$ cat config.mk
export PLATFORM = sky130hd
export DESIGN_NAME = inert_sensor_resp
export DESIGN_NICKNAME = d
export VERILOG_FILES = /design/src/rtl/inert_sensor_pkg.sv /design/src/rtl/inert_sensor_resp_phy.sv /design/src/rtl/inert_sensor_resp.sv
export SDC_FILE = /design/constraint.sdc
export NUM_CORES = 1
export LEC_CHECK = 0
export BUFFER_PORTS_ARGS = -buffer_cell sky130_fd_sc_hd__buf_2
export CAP_MARGIN = 30
export CORE_MARGIN = 3
export CORE_UTILIZATION = 50
export DETAILED_ROUTE_END_ITERATION = 10
export PLACE_DENSITY_LB_ADDON = 0.12
export SLEW_MARGIN = 10
export SYNTH_ARGS = -nofsm -noshare
export SYNTH_HDL_FRONTEND = slang
export SYNTH_HIERARCHICAL = 1
export SYNTH_SLANG_ARGS = --single-unit
$ cat constraint.sdc
create_clock -name clk -period 2.6 [get_ports clk]
set_input_delay 0.13 -clock clk [delete_from_list [all_inputs] [get_ports clk]]
set_output_delay 0.13 -clock clk [all_outputs]
set_load 0.02 [all_outputs]
$ cat src/rtl/inert_sensor_pkg.sv
// Shared register addresses, frame constants and responder FSM encoding
// for the inertial sensor stand-in.
package inert_sensor_pkg;

  localparam logic [6:0] ADDR_WHO_AM_I  = 7'h0F;
  localparam logic [6:0] ADDR_INT1_CTRL = 7'h0D;
  localparam logic [6:0] ADDR_CTRL2_G   = 7'h11;
  localparam logic [6:0] ADDR_PITCH_L   = 7'h22;
  localparam logic [6:0] ADDR_PITCH_H   = 7'h23;

  localparam logic RW_READ = 1'b1;

  typedef enum logic [1:0] {
    IDLE = 2'd0,
    CMD  = 2'd1,
    DATA = 2'd2,
    DONE = 2'd3
  } spi_resp_state_t;

endpackage

$ cat src/rtl/inert_sensor_resp_phy.sv
// SPI mode-0 responder front end: synchronizers, edge detection, frame FSM,
// command/data shift registers and MISO drive.
module spi_resp_phy
  import inert_sensor_pkg::*;
(
  input  logic            clk,
  input  logic            rst,
  input  logic            ss_n_i,
  input  logic            sclk_i,
  input  logic            mosi_i,
  input  logic [7:0]      rdata_i,
  output logic            miso_o,
  output logic            frame_done_o,
  output logic            frame_end_o,
  output logic            busy_o,
  output logic            rw_o,
  output logic [6:0]      addr_o,
  output logic [7:0]      wdata_o,
  output spi_resp_state_t state_o
);

  logic [2:0]      ss_sync_q, sclk_sync_q;
  logic [1:0]      mosi_sync_q;
  spi_resp_state_t state_q, state_d;
  logic [4:0]      bit_cnt_q, bit_cnt_d;
  logic [15:0]     cmd_sr_q, cmd_sr_d;
  logic [7:0]      cmd_q, cmd_d;
  logic [7:0]      tx_sr_q, tx_sr_d;
  logic            load_q, load_d;
  logic            miso_q, miso_d;

  logic ss_fall, ss_rise, sclk_rise, sclk_fall, mosi_s;

  // Select synchronizer resets to 1 so releasing reset with SS_n idle is not a frame start.
  always_ff @(posedge clk or posedge rst) begin
    if (rst) begin
      ss_sync_q   <= 3'b111;
      sclk_sync_q <= 3'b000;
      mosi_sync_q <= 2'b00;
    end else begin
      ss_sync_q   <= {ss_sync_q[1:0], ss_n_i};
      sclk_sync_q <= {sclk_sync_q[1:0], sclk_i};
      mosi_sync_q <= {mosi_sync_q[0], mosi_i};
    end
  end

  assign ss_fall   =  ss_sync_q[2] & ~ss_sync_q[1];
  assign ss_rise   = ~ss_sync_q[2] &  ss_sync_q[1];
  assign sclk_rise = ~sclk_sync_q[2] &  sclk_sync_q[1];
  assign sclk_fall =  sclk_sync_q[2] & ~sclk_sync_q[1];
  assign mosi_s    =  mosi_sync_q[1];

  always_ff @(posedge clk or posedge rst) begin
    if (rst) begin
      state_q   <= IDLE;
      bit_cnt_q <= 5'd0;
      cmd_sr_q  <= 16'h0000;
      cmd_q     <= 8'h00;
      tx_sr_q   <= 8'h00;
      load_q    <= 1'b0;
      miso_q    <= 1'b0;
    end else begin
      state_q   <= state_d;
      bit_cnt_q <= bit_cnt_d;
      cmd_sr_q  <= cmd_sr_d;
      cmd_q     <= cmd_d;
      tx_sr_q   <= tx_sr_d;
      load_q    <= load_d;
      miso_q    <= miso_d;
    end
  end

  always_comb begin
    state_d      = state_q;
    bit_cnt_d    = bit_cnt_q;
    cmd_sr_d     = cmd_sr_q;
    cmd_d        = cmd_q;
    tx_sr_d      = tx_sr_q;
    load_d       = 1'b0;
    miso_d       = miso_q;
    frame_done_o = 1'b0;

    // Read data is fetched the cycle after the command byte lands in cmd_q.
    if (load_q) tx_sr_d = (cmd_q[7] == RW_READ) ? rdata_i : 8'h00;

    unique case (state_q)
      IDLE: begin
        if (ss_fall) begin
          state_d   = CMD;
          bit_cnt_d = 5'd0;
          cmd_sr_d  = 16'h0000;
          miso_d    = 1'b0;
        end
      end
      CMD: begin
        if (sclk_rise) begin
          cmd_sr_d  = {cmd_sr_q[14:0], mosi_s};
          bit_cnt_d = bit_cnt_q + 5'd1;
          if (bit_cnt_q == 5'd7) begin
            state_d = DATA;
            cmd_d   = {cmd_sr_q[6:0], mosi_s};
            load_d  = 1'b1;
          end
        end
      end
      DATA: begin
        if (sclk_rise) begin
          cmd_sr_d  = {cmd_sr_q[14:0], mosi_s};
          bit_cnt_d = bit_cnt_q + 5'd1;
          if (bit_cnt_q == 5'd15) state_d = DONE;
        end
        if (sclk_fall) begin
          miso_d  = tx_sr_q[7];
          tx_sr_d = {tx_sr_q[6:0], 1'b0};
        end
      end
      DONE: begin
      end
      default: state_d = IDLE;
    endcase

    if (ss_rise) begin
      state_d      = IDLE;
      bit_cnt_d    = 5'd0;
      miso_d       = 1'b0;
      frame_done_o = (state_q == DONE);
    end
  end

  assign miso_o      = miso_q;
  assign frame_end_o = ss_rise;
  assign busy_o      = (state_q != IDLE);
  assign rw_o        = cmd_q[7];
  assign addr_o      = cmd_q[6:0];
  assign wdata_o     = cmd_sr_q[7:0];
  assign state_o     = state_q;

endmodule

$ cat src/rtl/inert_sensor_resp.sv
// Inertial sensor responder: register file, pitch-rate sample timer,
// frame-coherent shadow update and data-ready interrupt.
module inert_sensor_resp
  import inert_sensor_pkg::*;
#(
  parameter logic [19:0] INT_PERIOD   = 20'd1000,
  parameter logic [7:0]  WHO_AM_I_VAL = 8'h6A
) (
  input  logic            clk,
  input  logic            rst,
  input  logic            SS_n,
  input  logic            SCLK,
  input  logic            MOSI,
  output logic            MISO,
  output logic            INT,
  input  logic [15:0]     ptch_rt,
  output logic            cfg_done,
  output spi_resp_state_t dbg_state_o
);

  logic       frame_done, frame_end, busy, rw;
  logic [6:0] addr;
  logic [7:0] wdata, rdata;

  spi_resp_phy u_phy (
    .clk          (clk),
    .rst          (rst),
    .ss_n_i       (SS_n),
    .sclk_i       (SCLK),
    .mosi_i       (MOSI),
    .rdata_i      (rdata),
    .miso_o       (MISO),
    .frame_done_o (frame_done),
    .frame_end_o  (frame_end),
    .busy_o       (busy),
    .rw_o         (rw),
    .addr_o       (addr),
    .wdata_o      (wdata),
    .state_o      (dbg_state_o)
  );

  logic [7:0]  int1_ctrl_q, int1_ctrl_d;
  logic [7:0]  ctrl2_g_q, ctrl2_g_d;
  logic [15:0] shadow_q, shadow_d;
  logic [15:0] hold_q, hold_d;
  logic        pending_q, pending_d;
  logic [19:0] per_cnt_q, per_cnt_d;
  logic        int_set_q, int_q, int_d;

  logic tick, shadow_load, commit_wr, clr_rd, clr_wr;

  always_comb begin
    rdata = 8'h00;
    unique case (addr)
      ADDR_WHO_AM_I:  rdata = WHO_AM_I_VAL;
      ADDR_INT1_CTRL: rdata = int1_ctrl_q;
      ADDR_CTRL2_G:   rdata = ctrl2_g_q;
      ADDR_PITCH_L:   rdata = shadow_q[7:0];
      ADDR_PITCH_H:   rdata = shadow_q[15:8];
      default:        rdata = 8'h00;
    endcase
  end

  assign tick      = (ctrl2_g_q != 8'h00) && (per_cnt_q == INT_PERIOD - 20'd1);
  assign commit_wr = frame_done && (rw != RW_READ);
  assign clr_rd    = frame_done && (rw == RW_READ) && (addr == ADDR_PITCH_H);
  assign clr_wr    = commit_wr && (addr == ADDR_INT1_CTRL) && !wdata[1];
  // A tick coinciding with the frame end is treated as idle: no frame left to protect.
  assign shadow_load = (tick && (!busy || frame_end)) || (frame_end && pending_q);

  always_comb begin
    int1_ctrl_d = int1_ctrl_q;
    ctrl2_g_d   = ctrl2_g_q;
    shadow_d    = shadow_q;
    hold_d      = hold_q;
    pending_d   = pending_q;
    per_cnt_d   = 20'd0;
    int_d       = int_q;

    if (ctrl2_g_q != 8'h00) per_cnt_d = tick ? 20'd0 : per_cnt_q + 20'd1;

    if (commit_wr && addr == ADDR_INT1_CTRL) int1_ctrl_d = wdata;
    if (commit_wr && addr == ADDR_CTRL2_G)   ctrl2_g_d   = wdata;

    if (shadow_load) shadow_d = tick ? ptch_rt : hold_q;
    if (frame_end) begin
      pending_d = 1'b0;
    end else if (tick && busy) begin
      pending_d = 1'b1;
      hold_d    = ptch_rt;
    end

    // A fresh sample outranks the PITCH_H read acknowledge.
    if ((clr_rd && !shadow_load) || clr_wr) int_d = 1'b0;
    if (int_set_q && int1_ctrl_q[1]) int_d = 1'b1;
  end

  always_ff @(posedge clk or posedge rst) begin
    if (rst) begin
      int1_ctrl_q <= 8'h00;
      ctrl2_g_q   <= 8'h00;
      shadow_q    <= 16'h0000;
      hold_q      <= 16'h0000;
      pending_q   <= 1'b0;
      per_cnt_q   <= 20'd0;
      int_set_q   <= 1'b0;
      int_q       <= 1'b0;
    end else begin
      int1_ctrl_q <= int1_ctrl_d;
      ctrl2_g_q   <= ctrl2_g_d;
      shadow_q    <= shadow_d;
      hold_q      <= hold_d;
      pending_q   <= pending_d;
      per_cnt_q   <= per_cnt_d;
      int_set_q   <= shadow_load;
      int_q       <= int_d;
    end
  end

  assign INT      = int_q;
  assign cfg_done = int1_ctrl_q[1] && (ctrl2_g_q != 8'h00);

endmodule

* Yosys cells after proc, flatten, opt, wreduce, memory -nomap -nowiden
Index checks and enable logic that the tools add are counted.
** Cells by class
- Add/sub/neg operators :: 2
- Eq/ne operators :: 20
- Muxes and demuxes :: 34
- Bitwise logic cells :: 10
- Reduce and logical (&&, ||, !) cells :: 35
** Operators by type and width (number)
- $mux W8 :: 6
- $mux W20 :: 2
- $pmux W8 S5 :: 1
- $add A20 B1 Y20 const B :: 1
- $eq A20 B10 Y1 const B :: 1
- $ne A3 B2 Y1 const B :: 6
- $mux W16 :: 1
- $pmux W8 S2 :: 1
- $mux W5 :: 3
- $eq A7 B4 Y1 const B :: 2
- $eq A7 B6 Y1 const B :: 2
- $logic_and A1 B1 Y1 :: 13
- $mux W2 :: 6
- $reduce_and A3 Y1 :: 4
- $mux W1 :: 11
- $pmux W5 S2 :: 1
- $reduce_bool A2 Y1 :: 4
- $reduce_bool A8 Y1 :: 1
- $eq A7 B5 Y1 const B :: 1
- $not A1 Y1 :: 6
- $pmux W2 S3 :: 1
- $reduce_and A6 Y1 :: 1
- $reduce_bool A3 Y1 :: 2
- $add A5 B1 Y5 const B :: 1
- 14 further kinds :: 23
** Word-level totals
- Register bits :: 112
- Input port bits :: 21
- Output and inout port bits :: 5
- Logic and storage cells :: 119

* Logic depth before layout (Yosys ltp)
- Depth in word-level cells :: 10
- Mapped depth :: 8
- Gate-level depth less buffers :: 7

* Modules after synthesis
The synthesis kept the hierarchy.
** By module, submodules not included
- inert_sensor_resp :: instances 1, cells each 342, area an instance 3776.1 µm², sequential area each 1776.7 µm²
- spi_resp_phy :: instances 1, cells each 174, area an instance 1863.0 µm², sequential area each 1029.7 µm²

* Worst setup path after synthesis
No wires, ideal clock.
- Kind :: reg-to-reg
- From :: register per_cnt_q[14]
- To :: register hold_q[0]
- Setup time :: 0.125 ns
- Data arrival time :: 2.305 ns
- Data required time :: 2.475 ns
- Slack :: 0.170 ns
- Stages on the path, launching flop included :: 8
- Buffers on the path :: 3
- Clock period less this slack :: 2.430 ns
- Path through :: dfrtp_1 -> buf_6 -> or4_1 -> or3_1 -> buf_6 -> nor3_4 -> buf_12 -> mux2_4
** Between the ends
- Word-level cells in the longest chain between the ends :: 4
** RTL lines
- from (decl) :: line inert_sensor_resp.sv:47 : logic [19:0] per_cnt_q, per_cnt_d;
- from (signal assigned) :: line inert_sensor_resp.sv:114 : per_cnt_q <= per_cnt_d;
- $eq A20 B10 Y1 :: line inert_sensor_resp.sv:64 : assign tick = (ctrl2_g_q != 8'h00) && (per_cnt_q == INT_PERIOD - 20'd1);
- $logic_and A1 B1 Y1 :: line inert_sensor_resp.sv:64
- $logic_and A1 B1 Y1 :: line inert_sensor_resp.sv:88 : end else if (tick && busy) begin
- $reduce_and A2 Y1 (no line)
- to (signal assigned) :: line inert_sensor_resp.sv:112 : hold_q <= hold_d;
- to (decl) :: line inert_sensor_resp.sv:45 : logic [15:0] hold_q, hold_d;
Every way passes these cells.
A chain may end at the register's enable or synchronous reset.

* Worst setup path after layout
- From :: register per_cnt_q[10]
- To :: register hold_q[11]
Same word-level chain as after synthesis.

==> flow_metrics.env <==
export IMPL_ant_nets=0
export IMPL_fp_coreArea_sq_um=10900
export IMPL_max_clock_path_buffers=2
export IMPL_fin_crit_sh_pct=88.5
export IMPL_die_area_sq_um=12600
export IMPL_pwr_share_comb_pct=18.4
export IMPL_ys_async_sr_fraction_pct=100
export IMPL_first_global_vias=4034
export IMPL_netlist_area_leader_share_pct=48.4
export IMPL_hold_class="primary input to register"
export IMPL_status="finished clean"
export IMPL_internal_power_w=0.00308
export IMPL_clkSlewWorstSetupHoldPaths_ps=70
export IMPL_power_density_nw_per_um2=679
export IMPL_fin_nets=583
export IMPL_clk_latency_ps=350
export IMPL_htree_num_levels=3
export IMPL_die_y_microns=112
export IMPL_leakagePower_nw=2.81
export IMPL_final_common_cell="dfrtp_1"
export IMPL_start_kind="register"
export IMPL_critPathMaxFanout=16
export IMPL_via_per_inst=5.85
export IMPL_grt_max_degree=55
export IMPL_start_util_pct=51.6
export IMPL_finalHoldViolations=0
export IMPL_wl_per_cell_microns=17.9
export IMPL_die_w_microns=112
export IMPL_drt_first_pass_iters=4
export IMPL_seq_area_frac_synth_pct=49.8
export IMPL_final_layout_size_suffix_gt1_share_pct=23.1
export IMPL_setup_violations=0
export IMPL_io_buffers=25
export IMPL_area_growth_syn_to_layout_pct=12.4
export IMPL_grt_ovfl_total=0
export IMPL_pin_count=26
export IMPL_antenna_found_initial=1
export IMPL_most_common_layout_cells="dfrtp_1, o21ai_0, nand2_1, mux2_2, nor2_1"
export IMPL_fin_cells=695
export IMPL_tightest_slew_ps=551
export IMPL_nFillCells=934
export IMPL_vdd_drop_max_uv=564
export IMPL_clockPowerShare_pct=35.7
export IMPL_post_route_min_period_ps=2300
export IMPL_vias=4063
export IMPL_slew_limit_headroom_pct=63.2
export IMPL_maxCapViolCount=0
export IMPL_syn_num_nets=549
export IMPL_rsz0062_at_grt="no"
export IMPL_rows=38
export IMPL_slew_violations=0
export IMPL_p_switching_w=0.00123
export IMPL_synth_edf_count=0
export IMPL_post_cts_setup_buffer_count=0
export IMPL_grt_usage_pct=20.6
export IMPL_place_hpwl_mm=8.35
export IMPL_ys_seq_elements=112
export IMPL_path_class="register to register"
export IMPL_clock_skew_ps=9.53
export IMPL_arrival_ps=2540
export IMPL_synth_ff_type="dfrtp_1"
export IMPL_required_ps=2840
export IMPL_endpoint_kind="register"
export IMPL_fin_tns_setup_ps=0
export IMPL_syn_area_sq_um=5640
export IMPL_yosys_warnings=6
export IMPL_gp_congestion=0.807
export IMPL_synthTopCellsByArea="dfrtp_1, mux2_2, o21ai_0"
export IMPL_drt_total_wl_mm=12.4
export IMPL_synthCells=516
export IMPL_ys_types=59
export IMPL_dp_cells=675
export IMPL_num_antenna_cells=0
export IMPL_synth_area_leader_cell="dfrtp_1"
export IMPL_clockRootBuffer="clkbuf_16"
export IMPL_p_sw_share_pct=28.5
export IMPL_clock_sinks=112
export IMPL_drc_errors=0
export IMPL_synth_area_per_cell_sq_um=10.9
export IMPL_cts_tree="yes"
export IMPL_p_seq_share_pct=45.9
export IMPL_cts_buffers=9
export IMPL_max_freq_ghz=0.435
export IMPL_grt_pass1_wl_mm=20.9
export IMPL_drt_initial_drc_count=300
[critical path, cell delays in order (launching register included)]
cell	delay, ps
dfrtp_1	420
or4_1	530
or3_1	460
nor3_4	230
buf_12	200
mux2_2	340
[Yosys cell counts (7+ instances only)]
cell type and n:
a21oi_1 19, clkbuf_1 15, dfrtp_1 109, ha_1 12, inv_1 16, mux2_2 31
mux2_4 10, mux2i_1 8, nand2_1 35, nand2b_1 20, nand3_1 9, nand3b_1 16
nand4_1 8, nor2_1 29, nor2b_1 9, o21ai_0 49, o221a_2 16, or4_1 7
xnor2_1 7
[what timing repair did]
action,CTS,global route
gates resized for setup,0,0
hold endpoints to repair,58,0
hold buffers,4,0
[routing by layer]
| metal | vias up | part of all wire [%] | GRT usage, % |
|---|---|---|---|
| li1 | 1958 | - | - |
| met1 | 2041 | 48 | 28.8 |
| met2 | 51 | 47 | 32.4 |
| met3 | 11 | 3.5 | 5.71 |
| met4 | 2 | 1.4 | 4.49 |
| met5 | - | 0.056 | 0 |
[path summary, 6_finish.rpt]
kind	slack [ps]	depth (start not counted)	endpoint	from
max in group asynchronous	1650	4	hold_q[0]	rst
hold / removal	10	2	hold_q[15]	ptch_rt[15]
setup / recovery	300	5	hold_q[11]	per_cnt_q[10]
min in group asynchronous	320	3	per_cnt_q[2]	rst
setup reg to reg	300	5	hold_q[11]	per_cnt_q[10]
hold reg to reg	350	0	u_phy/sclk_sync_q[1]	u_phy/sclk_sync_q[0]
[power by group through the flow]
stage / clock [W] / combinational (W) / sequential (W)
after floorplan: 0 / 0.000567 / 0.00198
after global placement: 0 / 0.000767 / 0.00200
after detailed placement: 0 / 0.000793 / 0.00201
after CTS: 0.00157 / 0.000797 / 0.00198
after global routing: 0.00166 / 0.000886 / 0.00199
final: 0.00154 / 0.000791 / 0.00198
[metrics by stage]
stage	hold slack [ps]	setup slack (ps)	cell area (sq um)	total power [W]	util [%]
4_1_cts	5.92	304	6340	0.00435	57.9
3_5_place_dp	157	311	5960	0.00280	54.5
5_1_grt	7.21	157	6340	0.00454	57.9
3_3_place_gp	153	344	5960	0.00277	54.5
2_1_floorplan	134	170	5640	0.00255	-
6_report	14.4	300	6340	0.00431	57.9
[kinds of logic (layout without fill, tap and decap cells)]
| family | count (synthesis) | after routing | share of synthesized area, % |
|---|---|---|---|
| compound gates | 121 | 121 | 14.9 |
| xor+xnor | 12 | 12 | 1.86 |
| fa+ha+maj | 12 | 12 | 2.66 |
| buf+inv | 42 | 81 | 3.86 |
| flops | 112 | 112 | 49.8 |
| mux | 49 | 49 | 10.3 |
| simple gates | 168 | 168 | 16.7 |
[layout make-up]
| cell class | instances | area [sq um] | share of cell area [%] |
|---|---|---|---|
| Timing Repair Buffer | 49 | 340 | 5.37 |
| Tap cell | 140 | 175 | 2.76 |
| Multi-Input combinational cell | 362 | 2620 | 41.4 |
| Clock buffer | 14 | 274 | 4.32 |
| Clock inverter | 2 | 60.1 | 0.948 |
| Sequential cell | 112 | 2810 | 44.3 |
| Inverter | 16 | 60.1 | 0.948 |
[flip-flops by register name, indices dropped and copies added (netlist names)]
signal	cells
per_cnt_q	20
u_phy/state_o	2
int_set_q	1
u_phy/load_q	1
u_phy/mosi_sync_q	2
u_phy/sclk_sync_q	3
u_phy/ss_sync_q	3
u_phy/cmd_q	8
hold_q	16
u_phy/tx_sr_q	8
INT	1
ctrl2_g_q	8
u_phy/miso_o	1
int1_ctrl_q	8
pending_q	1
u_phy/cmd_sr_q	8
shadow_q	16
u_phy/bit_cnt_q	5
Note: power is estimated with default switching activity, not from simulation.
